## config.mk

```make
export PLATFORM = sky130hd
export DESIGN_NAME = round_hit_ctrl
export DESIGN_NICKNAME = d
export VERILOG_FILES = /design/src/rtl/fight_pkg.sv /design/src/rtl/fighter_hit_tracker.sv /design/src/rtl/round_hit_ctrl.sv
export SDC_FILE = /design/constraint.sdc
export NUM_CORES = 1
export LEC_CHECK = 0
export CORE_AREA = 10 10 125 127
export DETAILED_ROUTE_END_ITERATION = 12
export DIE_AREA = 0 0 135 137
export PLACE_DENSITY = 0.77
export SLEW_MARGIN = 25
export SYNTH_ARGS = -nofsm -noshare
export SYNTH_HDL_FRONTEND = slang
export SYNTH_SLANG_ARGS = --single-unit
```

## constraint.sdc

```tcl
create_clock -name frame_clk -period 3.5 [get_ports frame_clk]
set_clock_uncertainty 0.2 [all_clocks]
set_input_delay 0.35 -clock frame_clk [delete_from_list [all_inputs] [get_ports frame_clk]]
set_output_delay 0.35 -clock frame_clk [all_outputs]
set_load 0.1 [all_outputs]
```

## src/rtl/fight_pkg.sv

```systemverilog
// Shared types and tuning constants for the round / hit controller.
package fight_pkg;

    localparam int HP_W = 7;

    localparam logic [HP_W-1:0] HP_MAX    = 7'd100;
    localparam logic [HP_W-1:0] PUNCH_DMG = 7'd5;
    localparam logic [HP_W-1:0] KICK_DMG  = 7'd8;

    localparam logic [9:0] PUNCH_RANGE = 10'd60;
    localparam logic [9:0] KICK_RANGE  = 10'd70;
    localparam logic [9:0] Y_RANGE     = 10'd50;

    localparam logic [4:0] REACT_FRAMES    = 5'd12;
    localparam logic [4:0] COOLDOWN_FRAMES = 5'd20;

    localparam logic [7:0] COUNTDOWN_FRAMES = 8'd180;
    localparam logic [7:0] KO_FRAMES        = 8'd120;

    localparam logic [1:0] ROUNDS_TO_WIN = 2'd2;

    typedef enum logic [2:0] {
        IDLE      = 3'd0,
        COUNTDOWN = 3'd1,
        FIGHT     = 3'd2,
        KO        = 3'd3,
        OVER      = 3'd4
    } phase_t;

    typedef enum logic [1:0] {
        BACK_NONE  = 2'd0,
        BACK_EVADE = 2'd1,
        BACK_KNOCK = 2'd2
    } back_t;

    // Distance between two screen coordinates, always non-negative.
    function automatic logic [9:0] abs_diff(input logic [9:0] a, input logic [9:0] b);
        return (a >= b) ? (a - b) : (b - a);
    endfunction

    // HP subtract that stops at zero instead of wrapping.
    function automatic logic [HP_W-1:0] sat_sub(input logic [HP_W-1:0] a, input logic [HP_W-1:0] b);
        return (a > b) ? (a - b) : '0;
    endfunction

endpackage

```

## src/rtl/fighter_hit_tracker.sv

```systemverilog
// Per-fighter bookkeeping: attack edge qualification as attacker, and
// HP / hit-reaction state as defender.
module fighter_hit_tracker
    import fight_pkg::*;
(
    input  logic            clk,
    input  logic            rst_n,
    input  logic            clear,
    input  logic            atk_en,
    input  logic            fight,
    input  logic            kick,
    input  logic            hit_evade,
    input  logic            hit_knock,
    input  logic [HP_W-1:0] hit_dmg,
    output logic            atk_fire,
    output logic            atk_kick,
    output logic [HP_W-1:0] hp,
    output back_t           back
);

    logic       fight_d;
    logic       kick_d;
    logic [4:0] cooldown;
    logic [4:0] react;
    logic       fight_rise;

    assign fight_rise = fight & ~fight_d;
    // A kick edge takes precedence over a punch edge on the same frame.
    assign atk_kick   = kick & ~kick_d;
    // A stunned or recovering attacker cannot start a new attack.
    assign atk_fire   = atk_en && (fight_rise || atk_kick) &&
                        (cooldown == 5'd0) && (back == BACK_NONE);

    // Previous-frame action flags for edge detection.
    always_ff @(posedge clk or negedge rst_n) begin
        if (!rst_n) begin
            fight_d <= 1'b0;
            kick_d  <= 1'b0;
        end else begin
            fight_d <= fight;
            kick_d  <= kick;
        end
    end

    // Attack cooldown: reloaded on every accepted attack, hit or miss.
    always_ff @(posedge clk or negedge rst_n) begin
        if (!rst_n) begin
            cooldown <= 5'd0;
        end else if (clear) begin
            cooldown <= 5'd0;
        end else if (atk_fire) begin
            cooldown <= COOLDOWN_FRAMES;
        end else if (cooldown != 5'd0) begin
            cooldown <= cooldown - 5'd1;
        end
    end

    // Defender side: reaction code, its hold timer, and HP loss.
    always_ff @(posedge clk or negedge rst_n) begin
        if (!rst_n) begin
            hp    <= HP_MAX;
            back  <= BACK_NONE;
            react <= 5'd0;
        end else if (clear) begin
            hp    <= HP_MAX;
            back  <= BACK_NONE;
            react <= 5'd0;
        end else if (hit_evade || hit_knock) begin
            back  <= hit_knock ? BACK_KNOCK : BACK_EVADE;
            react <= REACT_FRAMES;
            if (hit_knock) begin
                hp <= sat_sub(hp, hit_dmg);
            end
        end else if (react != 5'd0) begin
            react <= react - 5'd1;
            if (react == 5'd1) begin
                back <= BACK_NONE;
            end
        end
    end

endmodule

```

## src/rtl/round_hit_ctrl.sv

```systemverilog
// Match/round sequencer and hit arbiter for the two fighters.
module round_hit_ctrl
    import fight_pkg::*;
(
    input  logic       frame_clk,
    input  logic       Reset_n,
    input  logic       start,
    input  logic [9:0] BallX1,
    input  logic [9:0] BallY1,
    input  logic [9:0] BallX,
    input  logic [9:0] BallY,
    input  logic       fight_1,
    input  logic       kick_1,
    input  logic       jump_1,
    input  logic       dodge_1,
    input  logic       fight_2,
    input  logic       kick_2,
    input  logic       jump_2,
    input  logic       dodge_2,
    output logic       st,
    output logic       p1win,
    output logic       p2win,
    output logic [1:0] back1,
    output logic [1:0] back2,
    output logic [6:0] hp1,
    output logic [6:0] hp2,
    output logic [1:0] wins1,
    output logic [1:0] wins2,
    output logic [2:0] phase
);

    phase_t     state;
    logic [7:0] timer;
    logic       start_d;
    logic       start_rise;
    logic       match_over;
    logic       clear_round;
    logic       atk_en;
    logic [9:0] dx;
    logic [9:0] dy;
    logic       fire1, kick1_atk, fire2, kick2_atk;
    logic       land1, land2;
    logic       evade1, evade2;
    back_t      bk1, bk2;

    assign start_rise = start & ~start_d;
    assign match_over = (wins1 == ROUNDS_TO_WIN) || (wins2 == ROUNDS_TO_WIN);
    // Every path into COUNTDOWN starts a fresh round.
    assign clear_round = (((state == IDLE) || (state == OVER)) && start_rise) ||
                         ((state == KO) && (timer == KO_FRAMES - 8'd1) && !match_over);
    // Once someone is at zero the round is decided; no further attacks count.
    assign atk_en = (state == FIGHT) && (hp1 != 7'd0) && (hp2 != 7'd0);

    assign dx = abs_diff(BallX1, BallX);
    assign dy = abs_diff(BallY1, BallY);

    assign land1  = fire1 && (dy <= Y_RANGE) && (dx <= (kick1_atk ? KICK_RANGE : PUNCH_RANGE));
    assign land2  = fire2 && (dy <= Y_RANGE) && (dx <= (kick2_atk ? KICK_RANGE : PUNCH_RANGE));
    assign evade1 = jump_1 | dodge_1;
    assign evade2 = jump_2 | dodge_2;

    assign back1 = bk1;
    assign back2 = bk2;
    assign phase = state;

    fighter_hit_tracker u_p1 (
        .clk       (frame_clk),
        .rst_n     (Reset_n),
        .clear     (clear_round),
        .atk_en    (atk_en),
        .fight     (fight_1),
        .kick      (kick_1),
        .hit_evade (land2 & evade1),
        .hit_knock (land2 & ~evade1),
        .hit_dmg   (kick2_atk ? KICK_DMG : PUNCH_DMG),
        .atk_fire  (fire1),
        .atk_kick  (kick1_atk),
        .hp        (hp1),
        .back      (bk1)
    );

    fighter_hit_tracker u_p2 (
        .clk       (frame_clk),
        .rst_n     (Reset_n),
        .clear     (clear_round),
        .atk_en    (atk_en),
        .fight     (fight_2),
        .kick      (kick_2),
        .hit_evade (land1 & evade2),
        .hit_knock (land1 & ~evade2),
        .hit_dmg   (kick1_atk ? KICK_DMG : PUNCH_DMG),
        .atk_fire  (fire2),
        .atk_kick  (kick2_atk),
        .hp        (hp2),
        .back      (bk2)
    );

    // Phase FSM with registered play enable, winner flags and win counters.
    always_ff @(posedge frame_clk or negedge Reset_n) begin
        if (!Reset_n) begin
            state   <= IDLE;
            timer   <= 8'd0;
            start_d <= 1'b0;
            st      <= 1'b0;
            p1win   <= 1'b0;
            p2win   <= 1'b0;
            wins1   <= 2'd0;
            wins2   <= 2'd0;
        end else begin
            start_d <= start;
            case (state)
                IDLE: begin
                    if (start_rise) begin
                        state <= COUNTDOWN;
                        timer <= 8'd0;
                    end
                end
                COUNTDOWN: begin
                    if (timer == COUNTDOWN_FRAMES - 8'd1) begin
                        state <= FIGHT;
                        timer <= 8'd0;
                        st    <= 1'b1;
                    end else begin
                        timer <= timer + 8'd1;
                    end
                end
                FIGHT: begin
                    if ((hp1 == 7'd0) || (hp2 == 7'd0)) begin
                        state <= KO;
                        timer <= 8'd0;
                        st    <= 1'b0;
                        // A double KO awards nothing and the round is replayed.
                        p1win <= (hp2 == 7'd0) && (hp1 != 7'd0);
                        p2win <= (hp1 == 7'd0) && (hp2 != 7'd0);
                        if ((hp2 == 7'd0) && (hp1 != 7'd0) && (wins1 != ROUNDS_TO_WIN)) begin
                            wins1 <= wins1 + 2'd1;
                        end
                        if ((hp1 == 7'd0) && (hp2 != 7'd0) && (wins2 != ROUNDS_TO_WIN)) begin
                            wins2 <= wins2 + 2'd1;
                        end
                    end
                end
                KO: begin
                    if (timer == KO_FRAMES - 8'd1) begin
                        timer <= 8'd0;
                        if (match_over) begin
                            state <= OVER;
                        end else begin
                            state <= COUNTDOWN;
                            p1win <= 1'b0;
                            p2win <= 1'b0;
                        end
                    end else begin
                        timer <= timer + 8'd1;
                    end
                end
                OVER: begin
                    if (start_rise) begin
                        state <= COUNTDOWN;
                        timer <= 8'd0;
                        p1win <= 1'b0;
                        p2win <= 1'b0;
                        wins1 <= 2'd0;
                        wins2 <= 2'd0;
                    end
                end
                default: begin
                    state <= IDLE;
                    timer <= 8'd0;
                    st    <= 1'b0;
                end
            endcase
        end
    end

endmodule

```

==> impl_metrics.ini <==
[yosys]
ys_top_cells_by_area = sky130_fd_sc_hd__dfrtp_1 24%, sky130_fd_sc_hd__ha_1 14%, sky130_fd_sc_hd__a21oi_1 4.6%
post_synth_xor_area_fraction = 0.0480
area_share_of_the_largest_cell_type_after_synthesis = 0.236
synth_ff_type = sky130_fd_sc_hd__dfrtp_1
postSynthCellCount = 710
synth-adder-area-share = 0.157
most_common_cell_in_the_netlist = sky130_fd_sc_hd__inv_1
ys_async_sr_fraction = 1.00
synth.distinct_cells = 71
post_synthesis_mean_instance_area_um2 = 8.22
syn_nets = 832
post_synth_and_or_nand_nor_area_fraction = 0.239
yosysSeqAreaShare = 0.263
synth-edff-count = 0
synth_top_family_by_area = simple AND/OR/NAND/NOR gates
synth-warning-count = 0
synthTopCellsByCount = 71 x sky130_fd_sc_hd__inv_1, 69 x sky130_fd_sc_hd__nor2_1, 67 x sky130_fd_sc_hd__ha_1, 60 x sky130_fd_sc_hd__nand2_1, 55 x sky130_fd_sc_hd__dfrtp_1
synth_top_area_cell = sky130_fd_sc_hd__dfrtp_1
yosys_register_bits = 61
synth_mux_area_frac = 0.0212
post_synth_instance_area_um2 = 5830
synth_compound_gate_area_share = 0.206

[floorplan]
floorplan.initialDensity = 0.446
ios = 79
horizontal_extent_of_the_die_um = 135
die-area_um2 = 18500
dieHeight_um = 137
core_um2 = 13100
placementRows = 42

[sta]
post-route-worst-setup-slack_ns = -0.540
worst_max_slew_margin_expressed_relative_to_the_limit = 0.332
achievable-frequency_ghz = 0.248
rsz0062_at_grt = true
hold_violations = 0
finalHoldWorstSlack_ns = 0.284
setup_total_negative_slack_ns = -11.60
setup_viol_count_final = 28
drv_slew = 0
post-route-period-util = 1.15
layout_min_cycle_time_ns = 4.04
worst_pin_slew_ns = 0.998

[cts]
clkLatencyLatePin_ns = 0.32
cts_buffers = 9
clock_sinks = 61
cts_tree = yes
number_of_levels_the_h_tree_was_split_into = 3
cts-root-buf = sky130_fd_sc_hd__clkbuf_16
clk_pin_slew_ns = 0.05
clock_path_buffers = 2

[hold_path]
hold_path_end = u_p2.fight_d$_DFF_PN0_
worst_min_delay_path_category = in2reg
hold-path-cell-count = 1
hold_start = fight_2

[global_routing]
grt_pass1_vias = 5795
groute.usage.overall = 0.173
total_congestion_overflow_after_global_routing = 0
grt_pass1_wl_um = 26800
initial_antenna_violation_count = 0
grt_max_degree = 35

[placed_design]
pre_cts_slack_ns = -1.46
post-dp-hpwl_um = 12300
place.port_buffers = 78
placed_instance_area_um2 = 7580
final_estimated_routing_congestion_in_global_placement = 0.907
numPlacedInstances = 1046

[critical_path]
worstReg2RegStart = u_p2.hp[5]$_DFFE_PN1P_
crit_arrival_ns = 4.06
crit_type = in2reg
worst-r2r-setup-slack_ns = 0.26
setup.worst_path.end_class = flop
critPathRequiredTime_ns = 3.52
worst_reg2reg_path_endpoint = u_p1.hp[5]$_DFFE_PN1P_
timing.critical_path.from_type = input port
r2r.worst_path.cells = 9
cp_max_fo = 4

[power_and_ir_drop]
p_switching_mw = 2.02
design_power_total_mw = 4.44
combinationalPowerShare = 0.569
seq_power_share = 0.256
vdd.ir_drop.worst_mv = 0.333
powerDensity_nw_per_um2 = 536
sw_frac_of_total = 0.455
p_leak_nw = 3.90
power.clock.fraction = 0.174
power.internal_mw = 2.42

[outcome]
failed_checks = setup timing
status = finished with violations

[run]
max_cap_viol_count = 0

[layout]
insertedDiodeCount = 0
area.sequential_um2 = 1530
final_core_occ = 0.633
num-nets-final = 1018
multi_input_comb_area_um2 = 4310
fin_area_um2 = 8280
layout-drive-gt1-share = 0.246
syn2layout_area_growth_pct = 42.0
number_of_fillers_in_the_final_layout = 1038
final-instance-count-excl-fill = 1077

[routing]
wl_um = 16200
ant_nets = 0
detail_route.drc_violations = 0
drt-vias-per-instance = 5.44
route.vias.total = 5861
wire_per_inst_um = 15.0
drt_first_pass_iters = 5
drt_first_iter_violations = 388
==> critical path, stage by stage <==
cell and delay, ns:
sky130_fd_sc_hd__buf_12 0.11, sky130_fd_sc_hd__inv_12 0.04, sky130_fd_sc_hd__ha_4 0.12, sky130_fd_sc_hd__inv_2 0.04, sky130_fd_sc_hd__fa_2 0.35, sky130_fd_sc_hd__a21o_1 0.18, sky130_fd_sc_hd__o211a_1 0.24, sky130_fd_sc_hd__or3_4 0.41
sky130_fd_sc_hd__a211oi_2 0.19, sky130_fd_sc_hd__a21oi_2 0.05, sky130_fd_sc_hd__xor2_1 0.20, sky130_fd_sc_hd__ha_1 0.30, sky130_fd_sc_hd__a21oi_1 0.17, sky130_fd_sc_hd__nor2b_1 0.08, sky130_fd_sc_hd__a2111o_1 0.31, sky130_fd_sc_hd__a2111o_1 0.46
sky130_fd_sc_hd__buf_6 0.16, sky130_fd_sc_hd__nor4_4 0.13, sky130_fd_sc_hd__o221ai_1 0.18
==> power by group through the flow <==
stage / sequential [mW] / combinational (mW) / clock [mW]
finish: 1.14 / 2.52 / 0.774
global route: 1.17 / 2.78 / 0.828
CTS: 1.13 / 2.47 / 0.791
detailed placement: 1.14 / 2.35 / 0
global placement: 1.14 / 2.31 / 0
floorplan: 1.52 / 1.33 / 0
==> state kept, by name (all words and copies together), names as in the netlist, 3 cells and up <==
name and cells:
u_p1.cooldown 5, u_p2.react 5, timer 8, phase 3, u_p1.react 5, u_p2.hp 7, u_p2.cooldown 5, u_p1.hp 7
==> worst max path at each step <==
stage	depth (start not counted)	to	start	slack, ns
3_5_place_dp	19	u_p2.hp[5]$_DFFE_PN1P_	BallX1[0]	-1.46
2_1_floorplan	19	u_p2.hp[5]$_DFFE_PN1P_	BallX1[0]	-0.69
4_1_cts	19	u_p2.react[4]$_DFFE_PN0P_	BallX1[0]	-0.42
5_1_grt	19	u_p2.hp[6]$_DFFE_PN1P_	BallX1[0]	-0.68
3_3_place_gp	19	u_p2.hp[5]$_DFFE_PN1P_	BallX1[0]	-1.29
6_report	19	u_p2.hp[5]$_DFFE_PN1P_	BallX1[0]	-0.54
==> layer usage <==
layer,vias up,wire [µm],track usage
li1,2888,-,-
met1,2780,6900,0.205
met2,167,8210,0.312
met3,26,796,0.0345
met4,0,300,0.0461
met5,-,0,0
==> layout make-up <==
type                    count  share of cell area
multi-input cells         556               0.520
clock buffers              11              0.0281
clock inverters             5             0.00332
inverters                  71              0.0337
repair buffers            197               0.203
well taps                 176              0.0266
flip-flops and latches     61               0.185
==> cells in the final DEF, fill, tap and decap left out, types with 5 or more instances in the layout <==
cell type,n
sky130_fd_sc_hd__nor3_1,18
sky130_fd_sc_hd__ha_4,13
sky130_fd_sc_hd__xor2_1,13
sky130_fd_sc_hd__a21oi_1,47
sky130_fd_sc_hd__clkbuf_16,9
sky130_fd_sc_hd__o211ai_1,5
sky130_fd_sc_hd__nand2b_1,25
sky130_fd_sc_hd__mux2i_1,9
sky130_fd_sc_hd__ha_1,54
sky130_fd_sc_hd__a21o_1,11
sky130_fd_sc_hd__inv_2,7
sky130_fd_sc_hd__nand2_1,59
sky130_fd_sc_hd__dfrtp_1,55
sky130_fd_sc_hd__a211oi_1,13
sky130_fd_sc_hd__nor4_1,5
sky130_fd_sc_hd__o21a_1,7
sky130_fd_sc_hd__inv_1,63
sky130_fd_sc_hd__nand3_1,20
sky130_fd_sc_hd__or3_1,8
sky130_fd_sc_hd__dlygate4sd2_1,13
sky130_fd_sc_hd__o21ai_0,24
sky130_fd_sc_hd__nand4_1,5
sky130_fd_sc_hd__clkdlybuf4s50_1,54
sky130_fd_sc_hd__a21oi_2,8
sky130_fd_sc_hd__nor2b_1,11
sky130_fd_sc_hd__buf_4,117
sky130_fd_sc_hd__dfstp_2,6
sky130_fd_sc_hd__nor2_1,67
sky130_fd_sc_hd__buf_6,7
sky130_fd_sc_hd__xnor2_1,17
sky130_fd_sc_hd__and3_1,6
==> repair_timing <==
| action | 4_1_cts | 5_1_grt |
|---|---|---|
| setup endpoints to repair | 28 | 28 |
| hold buffers | 1 | 0 |
| pin swaps | 32 | 11 |
| hold endpoints to repair | 22 | 0 |
| buffers inserted | 8 | 6 |
| gates resized for setup | 68 | 16 |
==> kinds of logic (layout without fill, tap and decap cells) <==
group,after synthesis,in the layout
AO/OA/AOI/OAI,177,177
XOR/XNOR,32,32
adder cells (fa/ha/maj),71,71
buffers and inverters,93,284
flip-flops,61,61
multiplexers,12,12
AND/OR/NAND/NOR,264,264
(Power assumes the default switching activity.)
